===== src/rtl/maze_render_pkg.sv =====
// Shared constants, region enum and stage bundles
// for the maze pixel colour pipeline.
package maze_render_pkg;

  localparam logic [11:0] BG   = 12'h00F;
  localparam logic [11:0] WALL = 12'hF00;

  localparam int TOP   = 3;
  localparam int BOT   = 2;
  localparam int LEFT  = 1;
  localparam int RIGHT = 0;

  localparam int PIPE_LAT = 3;

  typedef enum logic [1:0] {
    RG_ID,
    RG_SPR,
    RG_WALL,
    RG_BG
  } region_e;

  typedef struct packed {
    logic        in_id;
    logic        spr_hit;
    logic [11:0] spr_rgb;
    logic        y_ge;
  } s1_t;

  typedef struct packed {
    logic        in_id;
    logic        spr_hit;
    logic [11:0] spr_rgb;
    logic        in_maze;
    logic [10:0] x_in;
    logic [10:0] y_in;
  } s2_t;

  function automatic logic wall_hit(
    input logic [3:0]  w,
    input logic [10:0] xi,
    input logic [10:0] yi,
    input logic [10:0] tw,
    input logic [10:0] th,
    input logic [10:0] m
  );
    return (w[TOP]   && yi <  m)      ||
           (w[BOT]   && yi >= th - m) ||
           (w[LEFT]  && xi <  m)      ||
           (w[RIGHT] && xi >= tw - m);
  endfunction

endpackage


===== src/rtl/maze_render_pipe_tile_tracker.sv =====
// Incremental tile column/row tracker; registered state
// describes the pixel sampled on the previous edge.
module maze_tile_tracker
  import maze_render_pkg::*;
#(
  parameter int TILE_W   = 40,
  parameter int TILE_H   = 40,
  parameter int NUM_COLS = 20,
  parameter int NUM_ROWS = 15,
  parameter int MAZE_Y0  = 100
) (
  input  logic        clk,
  input  logic        rst,
  input  logic        pix_valid,
  input  logic [10:0] curr_x,
  input  logic [10:0] curr_y,
  output logic [5:0]  col,
  output logic [5:0]  row,
  output logic [10:0] x_in,
  output logic [10:0] y_in
);

  localparam logic [10:0] X_LAST = 11'(TILE_W - 1);
  localparam logic [10:0] Y_LAST = 11'(TILE_H - 1);
  localparam logic [10:0] Y0     = 11'(MAZE_Y0);
  localparam logic [5:0]  C_SAT  = 6'(NUM_COLS);
  localparam logic [5:0]  R_SAT  = 6'(NUM_ROWS);

  always_ff @(posedge clk or negedge rst) begin
    if (!rst) begin
      col  <= '0;
      row  <= '0;
      x_in <= '0;
      y_in <= '0;
    end else if (pix_valid) begin
      if (curr_x == '0) begin
        col  <= '0;
        x_in <= '0;
        if (curr_y == Y0) begin
          row  <= '0;
          y_in <= '0;
        end else if (curr_y > Y0) begin
          if (y_in == Y_LAST) begin
            y_in <= '0;
            if (row != R_SAT)
              row <= row + 6'd1;
          end else begin
            y_in <= y_in + 11'd1;
          end
        end
      end else begin
        if (x_in == X_LAST) begin
          x_in <= '0;
          if (col != C_SAT)
            col <= col + 6'd1;
        end else begin
          x_in <= x_in + 11'd1;
        end
      end
    end
  end

endmodule


===== src/rtl/maze_render_pipe.sv =====
// Three-stage maze pixel colour pipeline: ID image,
// sprites, tile walls and background, fixed priority.
module maze_render_pipe
  import maze_render_pkg::*;
#(
  parameter int TILE_W      = 40,
  parameter int TILE_H      = 40,
  parameter int NUM_COLS    = 20,
  parameter int NUM_ROWS    = 15,
  parameter int WALL_MARGIN = 4,
  parameter int MAZE_Y0     = 100,
  parameter int NUM_LEVELS  = 2,
  parameter int NUM_SPR     = 2,
  parameter int SPR_SIZE    = 10,
  parameter int ID_X0       = 1350,
  parameter int ID_Y0       = 120,
  parameter int ID_W        = 128,
  parameter int ID_H        = 64
) (
  input  logic                   clk,
  input  logic                   rst,
  input  logic                   pix_valid,
  input  logic [10:0]            curr_x,
  input  logic [10:0]            curr_y,
  input  logic [1:0]             level_select,
  input  logic [11*NUM_SPR-1:0]  spr_x,
  input  logic [11*NUM_SPR-1:0]  spr_y,
  input  logic [12*NUM_SPR-1:0]  spr_rgb,
  output logic [1:0]             wall_lvl,
  output logic [4:0]             wall_row,
  output logic [4:0]             wall_col,
  input  logic [3:0]             walls_in,
  output logic [12:0]            id_addr,
  input  logic [11:0]            id_pixel,
  output logic [3:0]             draw_r,
  output logic [3:0]             draw_g,
  output logic [3:0]             draw_b,
  output logic                   draw_valid
);

  localparam int ID_SH = $clog2(ID_W);

  logic [5:0]          col;
  logic [5:0]          row;
  logic [10:0]         x_in;
  logic [10:0]         y_in;
  logic [1:0]          level_q;
  logic [PIPE_LAT-1:0] vld;
  s1_t                 s1;
  s2_t                 s2;

  maze_tile_tracker #(
    .TILE_W   (TILE_W),
    .TILE_H   (TILE_H),
    .NUM_COLS (NUM_COLS),
    .NUM_ROWS (NUM_ROWS),
    .MAZE_Y0  (MAZE_Y0)
  ) u_tracker (
    .clk       (clk),
    .rst       (rst),
    .pix_valid (pix_valid),
    .curr_x    (curr_x),
    .curr_y    (curr_y),
    .col       (col),
    .row       (row),
    .x_in      (x_in),
    .y_in      (y_in)
  );

  logic [11:0] x12;
  logic [11:0] y12;
  logic        in_id_c;
  logic [12:0] dx;
  logic [12:0] dy;
  logic [12:0] addr_c;
  logic        frame_start;

  assign x12 = {1'b0, curr_x};
  assign y12 = {1'b0, curr_y};

  assign in_id_c = x12 >= 12'(ID_X0)
                && x12 <  12'(ID_X0 + ID_W)
                && y12 >= 12'(ID_Y0)
                && y12 <  12'(ID_Y0 + ID_H);

  assign dx     = 13'(curr_x) - 13'(ID_X0);
  assign dy     = 13'(curr_y) - 13'(ID_Y0);
  assign addr_c = (dy << ID_SH) + dx;

  assign frame_start = pix_valid
                    && curr_x == '0
                    && curr_y == '0;

  logic        spr_hit_c;
  logic [11:0] spr_col_c;

  // Walk from the highest index down so sprite 0 wins.
  always_comb begin
    spr_hit_c = 1'b0;
    spr_col_c = '0;
    for (int i = NUM_SPR - 1; i >= 0; i--) begin
      if (x12 >= {1'b0, spr_x[11*i +: 11]}
       && x12 <  {1'b0, spr_x[11*i +: 11]} + 12'(SPR_SIZE)
       && y12 >= {1'b0, spr_y[11*i +: 11]}
       && y12 <  {1'b0, spr_y[11*i +: 11]} + 12'(SPR_SIZE)) begin
        spr_hit_c = 1'b1;
        spr_col_c = spr_rgb[12*i +: 12];
      end
    end
  end

  always_ff @(posedge clk or negedge rst) begin
    if (!rst) begin
      vld     <= '0;
      s1      <= '0;
      id_addr <= '0;
      level_q <= '0;
    end else begin
      vld        <= {vld[PIPE_LAT-2:0], pix_valid};
      s1.in_id   <= pix_valid & in_id_c;
      s1.spr_hit <= pix_valid & spr_hit_c;
      s1.spr_rgb <= spr_col_c;
      s1.y_ge    <= y12 >= 12'(MAZE_Y0);
      id_addr    <= (pix_valid && in_id_c) ? addr_c : '0;
      if (frame_start)
        level_q <= level_select;
    end
  end

  assign wall_lvl = level_q;
  assign wall_row = row[4:0];
  assign wall_col = col[4:0];

  logic lvl_ok;
  logic in_maze_c;

  assign lvl_ok    = int'(level_q) < NUM_LEVELS;
  assign in_maze_c = s1.y_ge
                  && col < 6'(NUM_COLS)
                  && row < 6'(NUM_ROWS)
                  && lvl_ok;

  always_ff @(posedge clk or negedge rst) begin
    if (!rst) begin
      s2 <= '0;
    end else begin
      s2.in_id   <= s1.in_id;
      s2.spr_hit <= s1.spr_hit;
      s2.spr_rgb <= s1.spr_rgb;
      s2.in_maze <= vld[0] & in_maze_c;
      s2.x_in    <= x_in;
      s2.y_in    <= y_in;
    end
  end

  region_e     rg;
  logic [11:0] col_c;
  logic        hit_c;

  assign hit_c = wall_hit(walls_in, s2.x_in, s2.y_in,
                          11'(TILE_W), 11'(TILE_H),
                          11'(WALL_MARGIN));

  always_comb begin
    rg = RG_BG;
    if (s2.in_id)
      rg = RG_ID;
    else if (s2.spr_hit)
      rg = RG_SPR;
    else if (s2.in_maze && hit_c)
      rg = RG_WALL;
    unique case (rg)
      RG_ID:   col_c = id_pixel;
      RG_SPR:  col_c = s2.spr_rgb;
      RG_WALL: col_c = WALL;
      default: col_c = BG;
    endcase
    if (!vld[1])
      col_c = '0;
  end

  always_ff @(posedge clk or negedge rst) begin
    if (!rst) begin
      draw_r <= '0;
      draw_g <= '0;
      draw_b <= '0;
    end else begin
      draw_r <= col_c[11:8];
      draw_g <= col_c[7:4];
      draw_b <= col_c[3:0];
    end
  end

  assign draw_valid = vld[PIPE_LAT-1];

endmodule


===== config.mk =====
export PLATFORM = sky130hd
export DESIGN_NAME = maze_render_pipe
export DESIGN_NICKNAME = d
export VERILOG_FILES = /design/src/rtl/maze_render_pkg.sv /design/src/rtl/maze_render_pipe_tile_tracker.sv /design/src/rtl/maze_render_pipe.sv
export SDC_FILE = /design/constraint.sdc
export NUM_CORES = 1
export LEC_CHECK = 0
export CAP_MARGIN = 20
export CORE_UTILIZATION = 43
export DETAILED_ROUTE_END_ITERATION = 10
export GPL_ROUTABILITY_DRIVEN = 1
export PLACE_DENSITY = 0.65
export SYNTH_ARGS = -nofsm -noshare
export SYNTH_HDL_FRONTEND = slang
export SYNTH_SLANG_ARGS = --single-unit

===== constraint.sdc =====
create_clock -name clk -period 2.7 [get_ports clk]
set_clock_uncertainty 0.05 [all_clocks]
set_input_delay 0.81 -clock clk [delete_from_list [all_inputs] [get_ports clk]]
set_output_delay 0.81 -clock clk [all_outputs]
set_load 0.02 [all_outputs]

==> results.json <==
{
  "cp_slowest_cell": "o211a_2",
  "rows": 47,
  "hpwl_mm": 15.0,
  "timing.slew.headroom": 0.665,
  "violations": "setup timing",
  "finalMaxSlewViolations": 0,
  "tightest_slew_ns": 0.495,
  "cts_hold_buffers": 0,
  "max_freq_mhz": 335,
  "power.internal_mw": 3.12,
  "htree_levels": 3,
  "drive_above_1_share": 0.287,
  "powerDensity_nw_per_um2": 392,
  "grt_max_degree": 42,
  "clk_transition_reported_paths_ns": 0.07,
  "p_sw_mw": 1.26,
  "wl_met1_mm": 8.38,
  "critPathMaxFanout": 6,
  "routed_via_density": 5.11,
  "rsz0062_at_grt": "true",
  "worst_hold_slack_ns": 0.301,
  "cts_buffers": 9,
  "post-route-drc-count": 0,
  "fin_crit_sh": 1.11,
  "setup_ws_ns": -0.285,
  "power_frac_comb": 0.297,
  "insertion_delay_ns": 0.34,
  "cp-start-kind": "primary input",
  "critPathKind": "primary input to flip-flop",
  "dieArea_um2": 18000,
  "drt_iter0_markers": 265,
  "antenna_found_initial": 0,
  "p_leak_nw": 5.36,
  "wire_per_inst_um": 14.7,
  "met2_length_mm": 9.70,
  "avgSynthCellArea_um2": 9.70,
  "synthArstFlopShare": 1.00,
  "switching_share": 0.288,
  "setup_viol": 14,
  "ys_seq_area_frac": 0.373,
  "via_count": 6684,
  "route.met3.wl_um": 666,
  "synth.net_count": 988,
  "grt_pass1_vias": 6779,
  "drv_cap": 0,
  "grt_pass1_wl_mm": 31.6,
  "start_util": 0.446,
  "overflow": 0,
  "die_h_um": 134,
  "crit_chain": "buf_8 -> ha_4 -> o2111ai_4 -> nor3_2 -> xnor2_1 -> ha_1 -> and4_1 -> nand3_1 -> a21oi_2 -> nor4_2 -> o211a_2 -> clkbuf_16 -> and3_1 -> mux2_2",
  "r2r_setup_slack_ns": 0.38,
  "hold_violations": 0,
  "clockBufferDepth": 2,
  "synth_area_um2": 7510,
  "power.share.clock": 0.276,
  "period_needed_ns": 2.98,
  "critPathRequiredTime_ns": 2.87,
  "antenna_left": 0,
  "peakVddDrop_mv": 0.324,
  "die_x_um": 134,
  "cp.arrival_ns": 3.16,
  "cpPeakStageDelay_ns": 0.30,
  "clock-sinks": 112,
  "synth_cells": 774,
  "topRoutingLayerUsed": "met4",
  "cts-root-buf": "clkbuf_16",
  "synthFlopType": "dfrtp_1",
  "ios": 149,
  "p_seq_frac": 0.427,
  "n_antenna_cell": 0,
  "gp_congestion": 0.867,
  "finalPower_mw": 4.39,
  "cp-end-kind": "flip-flop",
  "synth-edff-count": 0,
  "drtPass1Iterations": 4,
  "ys_seq_elements": 112,
  "coreArea_um2": 16800,
  "cts_tree": "done",
  "ys_types": 69,
  "status": "finished with violations",
  "hp-class": "flip-flop to flip-flop",
  "port_buffers": 148,
  "fin_nets": 1296,
  "yosysWarnings": 0,
  "fillers": 1399,
  "track_usage": 0.221,
  "syn_to_final_growth_pct": 49.3,
  "routed_wl_mm": 19.2
}
[synthesized netlist by cell type (5+ instances only)]
library cell  instances  area, um2
a21o_1                7       52.6
a21oi_1              49        245
a31oi_1               5       31.3
and3_1               17        106
buf_4                10       75.1
clkbuf_1              8       30.0
dfrtp_1             112       2800
ha_1                102       1280
inv_1                67        251
mux2_2               11        124
nand2_1              40        150
nand2b_1             11       68.8
nand3_1              20        100
nand4_1              11       68.8
nor2_1               43        161
nor2b_1              18        113
nor3_1               25        125
nor4_1                8       50.1
o2111ai_1             5       43.8
o211ai_1              8       60.1
o21a_1                7       52.6
o21ai_0              47        235
o31ai_1               8       60.1
or3_1                 5       31.3
xnor2_1              40        350
xor2_1               19        166
[metrics by stage]
stage | setup TNS, ns | util | worst slack, ns | cell area (um2) | std cells
final | -3.50 | 0.666 | -0.285 | 11200 | 1307
after global routing | -5.18 | 0.666 | -0.396 | 11200 | 1307
after CTS | -3.11 | 0.655 | -0.257 | 11000 | 1300
after detailed placement | -36.50 | 0.615 | -1.09 | 10300 | 1265
after global placement | -34.70 | 0.615 | -1.03 | 10300 | 1265
after floorplan | -4.80 | - | -0.437 | 7610 | 774
[worst paths after layout]
| kind | cells after the start | endpoint | from |
|---|---|---|---|
| setup reg to reg | 9 | draw_b[0] | s2[20] |
| min in group asynchronous | 1 | u_tracker.row[2] | rst |
| setup / recovery | 14 | s1[7] | spr_x[13] |
| hold reg to reg | 0 | s2[25] | s1[3] |
| hold / removal | 0 | s2[25] | s1[3] |
| max in group asynchronous | 2 | s2[23] | rst |
[cell type report]
class / count / area [um2] / area share
inverters: 67 / 251 / 0.0224
repair buffers: 320 / 2840 / 0.253
clock inverters: 6 / 42.5 / 0.00380
multi-input cells: 572 / 4770 / 0.425
well taps: 220 / 275 / 0.0246
clock buffers: 10 / 229 / 0.0204
flip-flops and latches: 112 / 2800 / 0.250
[power by group through the flow]
stage	Sequential [mW]	Clock [mW]	Combinational (mW)
after floorplan	1.89	0	0.570
after global placement	1.90	0	1.16
after detailed placement	1.91	0	1.18
after CTS	1.87	1.24	1.27
after global routing	1.89	1.31	1.45
final	1.87	1.21	1.30
[routing by layer]
metal	vias up	track usage
li1	3385	-
met1	3134	0.273
met2	138	0.396
met3	27	0.0299
met4	0	0.0705
met5	-	0
[worst max-delay path: cells and delay by family]
family / cells / cell delay, ns
XOR/XNOR: 1 / 0.13
multiplexers: 1 / 0.26
AND/OR/NAND/NOR: 5 / 0.57
AO/OA/AOI/OAI: 3 / 0.65
buffers and inverters: 2 / 0.29
adder cells (fa/ha/maj): 2 / 0.45
[cell families (layout without fill, tap and decap cells)]
logic type,count (synthesis),count (layout),share of synthesized area
adders and majority gates,103,103,0.173
and+or+nand+nor,222,222,0.160
AOI/OAI and AO/OA,172,172,0.149
buffers and inverters,90,403,0.0525
xor gates and xnor gates,59,59,0.0688
muxes,16,16,0.0238
DFF,112,112,0.373
[registers in the layout, summed over array words and instances, names as in the netlist]
signal / count
draw_b: 4
draw_g: 4
draw_r: 4
id_addr: 13
s1: 15
s2: 33
u_tracker.col: 6
u_tracker.row: 6
u_tracker.x_in: 11
u_tracker.y_in: 11
vld: 3
wall_lvl: 2
[layout by cell type (no fill, tap or decap), drive strengths merged, types with 18 or more instances in the layout]
cell | synthesis | layout
a21oi | 49 | 49
inv | 67 | 69
and3 | 18 | 18
xnor2 | 40 | 40
xor2 | 19 | 19
dfrtp | 112 | 112
clkdlybuf4s50 | 0 | 95
nand2 | 40 | 40
nand3 | 20 | 20
nor2 | 44 | 44
dlygate4sd2 | 0 | 22
o21ai | 49 | 49
nor3 | 25 | 25
nor2b | 18 | 18
buf | 15 | 189
ha | 102 | 102
[timing repair]
item,4_1_cts,5_1_grt
setup endpoints to repair,45,29
gates resized for setup,200,55
cloned,3,0
pin swaps,60,43
buffers inserted,16,7
No activity file was read; power rests on OpenSTA's default activity.
